<file path="config.mk">
export PLATFORM = sky130hd
export DESIGN_NAME = rr_encode_arbiter_flat
export DESIGN_NICKNAME = d
export VERILOG_FILES = /design/src/rtl/rr_encode_arbiter_pkg.sv /design/src/rtl/rr_encode_arbiter_if.sv /design/src/rtl/rr_encode_arbiter_rr_pick.sv /design/src/rtl/rr_encode_arbiter.sv /design/src/flat_wrapper.sv
export SDC_FILE = /design/constraint.sdc
export NUM_CORES = 1
export LEC_CHECK = 0
export ABC_AREA = 1
export CAP_MARGIN = 40
export CORE_MARGIN = 8
export CORE_UTILIZATION = 40
export CTS_CLUSTER_DIAMETER = 120
export CTS_CLUSTER_SIZE = 20
export DETAILED_ROUTE_END_ITERATION = 8
export SLEW_MARGIN = 10
export SYNTH_ARGS = -nofsm -noshare
export SYNTH_HDL_FRONTEND = slang
export SYNTH_SLANG_ARGS = --single-unit
</file>
<file path="constraint.sdc">
create_clock -name clk -period 2 [get_ports clk]
set_input_delay 0.3 -clock clk [delete_from_list [all_inputs] [get_ports clk]]
set_output_delay 0.3 -clock clk [all_outputs]
set_load 0.05 [all_outputs]
</file>
<file path="src/rtl/rr_encode_arbiter_pkg.sv">
// Shared types and defaults for the round-robin encode arbiter family.
// State encoding, parameter defaults and the index parity helper.
package rr_encode_arbiter_pkg;

    typedef enum logic {
        IDLE  = 1'b0,
        GRANT = 1'b1
    } state_t;

    localparam int DEF_N        = 4;
    localparam int DEF_IDX_W    = 2;
    localparam int DEF_MAX_HOLD = 8;
    localparam int HOLD_W       = 8;

    function automatic logic idx_parity(input logic [7:0] idx);
        return ^idx;
    endfunction

endpackage

</file>
<file path="src/rtl/rr_encode_arbiter_if.sv">
// Request/grant bundle between the requester bank and the arbiter.
// master = requester side, slave = arbiter side.
interface rr_encode_arbiter_if
    import rr_encode_arbiter_pkg::*;
#(
    parameter int N     = DEF_N,
    parameter int IDX_W = DEF_IDX_W
) ();

    logic [N-1:0]     req;
    logic [N-1:0]     gnt;
    logic             gnt_valid;
    logic [IDX_W-1:0] gnt_idx;
    logic             gnt_par;
    logic             timeout;

    modport master (
        output req,
        input  gnt, gnt_valid, gnt_idx, gnt_par, timeout
    );

    modport slave (
        input  req,
        output gnt, gnt_valid, gnt_idx, gnt_par, timeout
    );

endinterface

</file>
<file path="src/rtl/rr_encode_arbiter_rr_pick.sv">
// Rotating priority search: first set req bit at or after ptr, modulo N.
// Latency: combinational.
// Backpressure: none; pure function of req and ptr.
module rr_pick
    import rr_encode_arbiter_pkg::*;
#(
    parameter int N     = DEF_N,
    parameter int IDX_W = DEF_IDX_W
) (
    input  logic [N-1:0]     req,
    input  logic [IDX_W-1:0] ptr,
    output logic [IDX_W-1:0] winner,
    output logic             found
);

    logic [IDX_W-1:0] cand;

    // Walk from the farthest offset back to ptr so the nearest hit wins last;
    // N is a power of two, so the index addition wraps on its own.
    always_comb begin
        winner = '0;
        found  = 1'b0;
        cand   = '0;
        for (int k = N - 1; k >= 0; k--) begin
            cand = ptr + IDX_W'(k);
            if (req[cand]) begin
                winner = cand;
                found  = 1'b1;
            end
        end
    end

endmodule

</file>
<file path="src/rtl/rr_encode_arbiter.sv">
// Round-robin arbiter with registered one-hot grant, index, parity and hold timeout.
// Latency: 1 cycle req->gnt; one idle handover cycle between any two grants.
// Backpressure: owner holds gnt while req stays high, up to MAX_HOLD cycles.
module rr_encode_arbiter
    import rr_encode_arbiter_pkg::*;
#(
    parameter int N        = DEF_N,
    parameter int IDX_W    = DEF_IDX_W,
    parameter int MAX_HOLD = DEF_MAX_HOLD
) (
    input  logic              clk,
    input  logic              rst,
    rr_encode_arbiter_if.slave bus
);

    state_t            state_q, state_d;
    logic [IDX_W-1:0]  ptr_q, ptr_d;
    logic [HOLD_W-1:0] hold_q, hold_d;
    logic [N-1:0]      gnt_q, gnt_d;
    logic [IDX_W-1:0]  idx_q, idx_d;
    logic              vld_q, vld_d;
    logic              par_q, par_d;
    logic              to_q, to_d;

    logic [IDX_W-1:0]  win_idx;
    logic              win_found;
    logic              own_req;
    logic              hold_last;
    logic              rel;

    rr_pick #(
        .N     (N),
        .IDX_W (IDX_W)
    ) u_pick (
        .req    (bus.req),
        .ptr    (ptr_q),
        .winner (win_idx),
        .found  (win_found)
    );

    assign own_req   = bus.req[idx_q];
    assign hold_last = (hold_q == HOLD_W'(MAX_HOLD - 1));
    assign rel       = (state_q == GRANT) && (!own_req || hold_last);

    always_ff @(posedge clk) begin
        if (rst) begin
            state_q <= IDLE;
            ptr_q   <= '0;
            hold_q  <= '0;
            gnt_q   <= '0;
            idx_q   <= '0;
            vld_q   <= 1'b0;
            par_q   <= 1'b0;
            to_q    <= 1'b0;
        end else begin
            state_q <= state_d;
            ptr_q   <= ptr_d;
            hold_q  <= hold_d;
            gnt_q   <= gnt_d;
            idx_q   <= idx_d;
            vld_q   <= vld_d;
            par_q   <= par_d;
            to_q    <= to_d;
        end
    end

    always_comb begin
        state_d = state_q;
        case (state_q)
            IDLE:    if (win_found) state_d = GRANT;
            GRANT:   if (rel)       state_d = IDLE;
            default: state_d = IDLE;
        endcase
    end

    always_comb begin
        gnt_d  = '0;
        idx_d  = '0;
        vld_d  = 1'b0;
        par_d  = 1'b0;
        to_d   = 1'b0;
        hold_d = hold_q;
        ptr_d  = ptr_q;
        case (state_q)
            IDLE: begin
                if (win_found) begin
                    gnt_d  = N'(1) << win_idx;
                    idx_d  = win_idx;
                    vld_d  = 1'b1;
                    par_d  = idx_parity(8'(win_idx));
                    hold_d = '0;
                end
            end
            GRANT: begin
                if (rel) begin
                    // Owner still requesting at release means the hold limit forced it out.
                    ptr_d  = idx_q + IDX_W'(1);
                    hold_d = '0;
                    to_d   = own_req;
                end else begin
                    gnt_d  = gnt_q;
                    idx_d  = idx_q;
                    vld_d  = 1'b1;
                    par_d  = par_q;
                    hold_d = hold_q + HOLD_W'(1);
                end
            end
            default: begin
                hold_d = '0;
            end
        endcase
    end

    assign bus.gnt       = gnt_q;
    assign bus.gnt_valid = vld_q;
    assign bus.gnt_idx   = idx_q;
    assign bus.gnt_par   = par_q;
    assign bus.timeout   = to_q;

endmodule

</file>
<file path="src/flat_wrapper.sv">
// flat-port wrapper written by rule: the top's interface ports become plain ports
module rr_encode_arbiter_flat import rr_encode_arbiter_pkg::*;
#(
    parameter int N        = DEF_N,
    parameter int IDX_W    = DEF_IDX_W,
    parameter int MAX_HOLD = DEF_MAX_HOLD
)
  (clk, rst, bus_req, bus_gnt, bus_gnt_valid, bus_gnt_idx, bus_gnt_par, bus_timeout);
  rr_encode_arbiter_if #(.N(N), .IDX_W(IDX_W)) bus_i ();
  input  logic clk;
  input  logic rst;
  input wire logic [$bits(bus_i.req)-1:0] bus_req;
  output wire logic [$bits(bus_i.gnt)-1:0] bus_gnt;
  output wire logic [$bits(bus_i.gnt_valid)-1:0] bus_gnt_valid;
  output wire logic [$bits(bus_i.gnt_idx)-1:0] bus_gnt_idx;
  output wire logic [$bits(bus_i.gnt_par)-1:0] bus_gnt_par;
  output wire logic [$bits(bus_i.timeout)-1:0] bus_timeout;
  assign bus_i.req = bus_req;
  assign bus_gnt = bus_i.gnt;
  assign bus_gnt_valid = bus_i.gnt_valid;
  assign bus_gnt_idx = bus_i.gnt_idx;
  assign bus_gnt_par = bus_i.gnt_par;
  assign bus_timeout = bus_i.timeout;
  rr_encode_arbiter #(.N(N), .IDX_W(IDX_W), .MAX_HOLD(MAX_HOLD)) u_core (.clk(clk), .rst(rst), .bus(bus_i));
endmodule
</file>
Word level (Yosys, flattened, before mapping)
Index checks and enable logic that the tools add are counted.
{ "word_totals": {"rom_bits": 0, "input_bits": 6, "memories": 0, "ramBits": 0, "latch_bits": 0, "output_inout_bits": 9, "reg_bits": 19} }
{ "op_classes": {"add_sub_neg": 5, "eq_ne": 3, "bitwise": 2, "n_shift": 1, "n_div": 0, "order_cmp": 5, "n_reduce_logical": 6, "multipliers": 0, "n_mux": 33} }
{ "op_table": {"columns": ["operator", "count"], "rows": [
  ["8-bit two-way mux", 2],
  ["8-bit case mux with 2 select lines", 1],
  ["2-bit by 3-bit less-than comparator with 1-bit output (second input constant)", 5],
  ["1-bit two-way mux", 13],
  ["2-bit two-way mux", 6],
  ["1-bit binary-select mux with 2-bit select", 5],
  ["8-bit by 1-bit adder with 8-bit output (second input constant)", 1],
  ["8-bit by 3-bit == test with 1-bit output (second input constant)", 1],
  ["4-bit two-way mux", 2],
  ["4-bit case mux with 2 select lines", 1],
  ["8-bit XOR reduction", 1],
  ["2-bit by 1-bit adder with 2-bit output (second input constant)", 2],
  ["2-bit adder (second input constant)", 2],
  ["2-bit != test (second input constant)", 2],
  ["1-bit case mux with 2 select lines", 2],
  ["2-bit case mux with 2 select lines", 1],
  ["1-bit by 2-bit left shift with 4-bit output (first input constant)", 1],
  ["3-bit OR reduction", 1],
  ["1-bit NOT", 2],
  ["2-bit AND reduction", 1],
  ["1-bit logical AND", 1],
  ["1-bit zero test", 1],
  ["1-bit logical OR", 1]
]} }

Depth between registers and ports, before layout
{ "logic_depth": {"ltp_word": 10, "depth_mapped": 13, "ltp_nobuf": 12} }

Hierarchy
From an unflattened synthesis, not the netlist that was laid out.
{ "unflattened": {"cells_unflattened": 176, "hier_area_um2": 1229.9} }
{ "by_module_without_submodules": {"columns": ["mod", "area_each_um2", "cells_each", "instances"], "rows": [
  ["rr_encode_arbiter", 1014.7, 132, 1],
  ["rr_pick", 215.2, 44, 1]
]} }

Worst setup path before layout
No wires, ideal clock.
{ "synth_timing": {"kind": "reg2reg", "startpoint": "register u_core.idx_q[0], in the netlist u_core.bus.gnt_idx[0]", "endpoint": "register u_core.hold_q[3]", "path_slack_ns": 0.281, "path_stages_with_launch": 11, "arrival_time_ns": 1.606, "path_buffers": 1, "setup_time_ns": 0.112, "t_required_ns": 1.888, "synth_period_minus_slack_ns": 1.719, "path_cell_list": "dfxtp_1 -> clkbuf_2 -> a21oi_1 -> o21ai_0 -> nand2_1 -> nand2_1 -> nand2_1 -> nand2_1 -> nor2_4 -> inv_1 -> nor2_1"} }
{ "synth_via": {"elab_chain_cells": 7} }
{ "synth_rtl": {"columns": ["element", "line", "source"], "rows": [
  ["from (decl)", "rr_encode_arbiter.sv:20", "logic [IDX_W-1:0] idx_q, idx_d;"],
  ["from (signal assigned)", "rr_encode_arbiter.sv:60", "idx_q <= idx_d;"],
  ["1-bit binary-select mux with 2-bit select", "rr_encode_arbiter.sv:41", "assign own_req = bus.req[idx_q];"],
  ["1-bit two-way mux (implied by the code)", "rr_encode_arbiter.sv:41", null],
  ["1-bit zero test", "rr_encode_arbiter.sv:43", "assign rel = (state_q == GRANT) && (!own_req || hold_last);"],
  ["1-bit logical OR", "rr_encode_arbiter.sv:43", null],
  ["1-bit logical AND", "rr_encode_arbiter.sv:43", null],
  ["8-bit two-way mux", "rr_encode_arbiter.sv:95", "if (rel) begin"],
  ["8-bit case mux with 2 select lines", "rr_encode_arbiter.sv:84", "case (state_q)"],
  ["to (signal assigned)", "rr_encode_arbiter.sv:58", "hold_q <= hold_d;"],
  ["to (decl)", "rr_encode_arbiter.sv:18", "logic [HOLD_W-1:0] hold_q, hold_d;"]
]} }
Every way passes these cells. The select of a mux whose other input is x is not followed.
A chain may end at the register's enable or synchronous reset.

Final worst setup path
{ "layout_timing": {"startpoint": "register u_core.idx_q[0], in the netlist u_core.bus.gnt_idx[0]", "endpoint": "output bus_gnt_idx[0]"} }
{ "layout_lines": {"columns": ["element", "line", "source"], "rows": [
  ["to (decl)", "flat_wrapper.sv:15", "output wire logic [$bits(bus_i.gnt_idx)-1:0] bus_gnt_idx;"]
]} }
No word-level cell between the ends.

==> reports/results.ini <==
[status]
status = completed

[timing]
hold_viol = 0
slew_headroom = 0.659
setup_viol = 0
fin_worst_skew_ns = 0.00187
fmax_mhz = 520
timing_worst_slew_pin_value_ns = 0.510
rsz0062_at_grt = no
finalMaxSlewViolations = 0
setup_slack_ns = 0.0768
finalCritPeriodShare = 0.962
min_period_ns = 1.92

[floorplanning]
io_pins = 15
chipHeight_um = 69.0
row_count = 19
core_area_mm2 = 0.00271
die_area_mm2 = 0.00477
start_util = 0.415
die_w_um = 69.0

[clock_network]
cts_sinks = 19
htreeDepth = 1
cts_made_buffers = 3
cts_setup_buffers = 0
clockRootBuffer = clkbuf_4
cts_buffer_depth = 2
cts_tree = done
path_clk_slew_ns = 0.10
clk_latency_ns = 0.29

[finish]
layout.nets = 209
seq_area_um2 = 382
final_layout_size_suffix_gt1_frac = 0.230
fillers = 294
final_common_cell = nand2_1
layout_common_cells = nand2_1 (51), inv_1 (19), dfxtp_1 (18)
utilization = 0.530
n_antenna_cell = 0
syn2layout_area_growth_pct = 27.6
fin_cells = 231
multi_input_area_um2 = 636

[yosys]
yosysWarnings = 0
syn_area_mm2 = 0.00112
synth_largest_area_cell = dfxtp_1
synth_top_cell_area_share = 0.338
synth_edf_count = 0
synthTopCellsByArea = dfxtp_1 (34%), nand2_1 (17%), nand2_2 (7.2%)
ys_ff_latch = 19
synth.distinct_cells = 28
async_flop_share = 0
syn-instance-count = 169
synth_nets = 177
ys.flop_type = dfxtp_1
syn_area_per_cell_um2 = 6.66
synth-seq-area-share = 0.338

[setup_path]
r2r-start = u_core.ptr_q[1]
r2r_cells = 12
regToRegSetupSlack_ns = 0.19
critical-path-max-stage-delay_ns = 0.86
cpLargestDelayFamily = buffers and inverters
crit_slowest_cell = clkdlybuf4s50_1
worstSetupStartpointType = flip-flop
cp_max_fo = 8
path_cells = clkdlybuf4s50_1
rr_endpoint = u_core.bus.gnt_par
crit_type = reg -> out
cp_data_arrival_time_ns = 1.62
worst-path-buf-inv = 1
critPathRequiredTime_ns = 1.70
critPathCaptureType = primary output

[global_routing]
grt_overflow_total = 0
grt_pass1_wl_mm = 4.33
first_global_vias = 1005
grt_max_degree = 12
grt_usage = 0.104
antenna_found_initial = 0

[placed_design]
dpl.cell_count = 227
pre_cts_ws_ns = -0.202
portBuffers = 14
gp_congestion = 0.876
dpl.hpwl_mm = 1.96

[hold_path]
min_path_cells = 2
holdPathEnd = u_core.bus.gnt[1]
hp-class = reg -> reg
hp-start = u_core.bus.gnt[1]

[power]
power.density_mw_per_mm2 = 901
p_leak_nw = 0.634
vdd_ir_drop_max_uv = 652

[routing]
num_vias = 1102
wl_met3_um = 134
drtPass1Iterations = 4
drt_iter0_drc = 53
route.antenna.remaining_nets = 0
wl_met2_mm = 1.04
avgRoutedWirePerCell_um = 10.4
drt-vias-per-instance = 4.77
drt-met1-wl_mm = 1.20
topRoutingLayerUsed = met4
remaining_drc_errors = 0
routed_wirelength_mm = 2.40

[run]
drv_cap = 0

-- per-layer routing --
layer | up-vias | GRT usage
li1 | 599 | -
met1 | 488 | 0.137
met2 | 13 | 0.151
met3 | 2 | 0.0386
met4 | 0 | 0.0342
met5 | - | 0
-- area by class of cell --
type | instances | share of cell area
multi-input cells | 124 | 0.443
flip-flops and latches | 19 | 0.266
repair buffers | 30 | 0.181
inverters | 23 | 0.0636
well taps | 31 | 0.0270
clock buffers | 3 | 0.0157
clock inverters | 1 | 0.00349
-- cell families (layout without fill, tap and decap cells) --
family                     Yosys count  in the layout  share of synthesized area
and+or+nand+nor                     98             98                      0.416
buffers and inverters               26             57                     0.0990
AOI/OAI and AO/OA                   23             23                      0.117
DFF                                 19             19                      0.338
adders and majority gates            2              2                     0.0222
xor gates and xnor gates             1              1                    0.00779
-- how the worst max path moves through the flow --
stage,from,to,slack [ns],depth (start not counted)
4_1_cts,u_core.ptr_q[0],u_core.bus.gnt_par,0.02,12
5_1_grt,u_core.bus.gnt_idx[0],bus_gnt_idx[0],0.002,1
3_5_place_dp,bus_req[1],u_core.bus.gnt_par,-0.20,13
2_1_floorplan,u_core.bus.gnt_idx[0],u_core.hold_q[3],0.28,10
3_3_place_gp,bus_req[1],u_core.bus.gnt_par,-0.14,13
6_report,u_core.bus.gnt_idx[0],bus_gnt_idx[0],0.08,1
-- metrics by stage --
| step | instance area, um^2 | setup TNS (ns) | hold WS (ns) | power [mW] |
|---|---|---|---|---|
| global route | 1440 | 0 | 0.492 | 1.40 |
| global placement | 1400 | -0.143 | 0.456 | 1.11 |
| detailed placement | 1400 | -0.202 | 0.459 | 1.12 |
| finish | 1440 | 0 | 0.473 | 1.29 |
| floorplan | 1120 | 0 | 0.447 | 0.902 |
| CTS | 1430 | 0 | 0.478 | 1.31 |
-- flip-flops by register name, indices dropped and copies added, names as in the netlist --
signal	flops
u_core.bus.gnt_idx	2
u_core.ptr_q	2
u_core.hold_q	8
u_core.state_q	1
u_core.bus.gnt	4
u_core.bus.timeout	1
u_core.bus.gnt_par	1
-- synth_stat cells (3+ instances only) --
library cell / number
nand3_1: 13
a21oi_1: 12
dfxtp_1: 19
nor2_4: 3
nand4_1: 4
nand2_1: 52
inv_1: 19
o21ai_0: 3
nor2_1: 8
nand2_2: 13
-- report_power, final --
group          internal, mW  switching [mW]
registers             0.421          0.0454
logic                 0.254           0.385
clock network        0.0743           0.114
-- timing repair --
action | 4_1_cts | 5_1_grt
gates resized for setup | 0 | 2
hold buffers | 0 | 0
endpoints found under the hold margin | 0 | 0
endpoints found under the setup margin | 0 | 1
No activity file was read; power rests on OpenSTA's default activity.
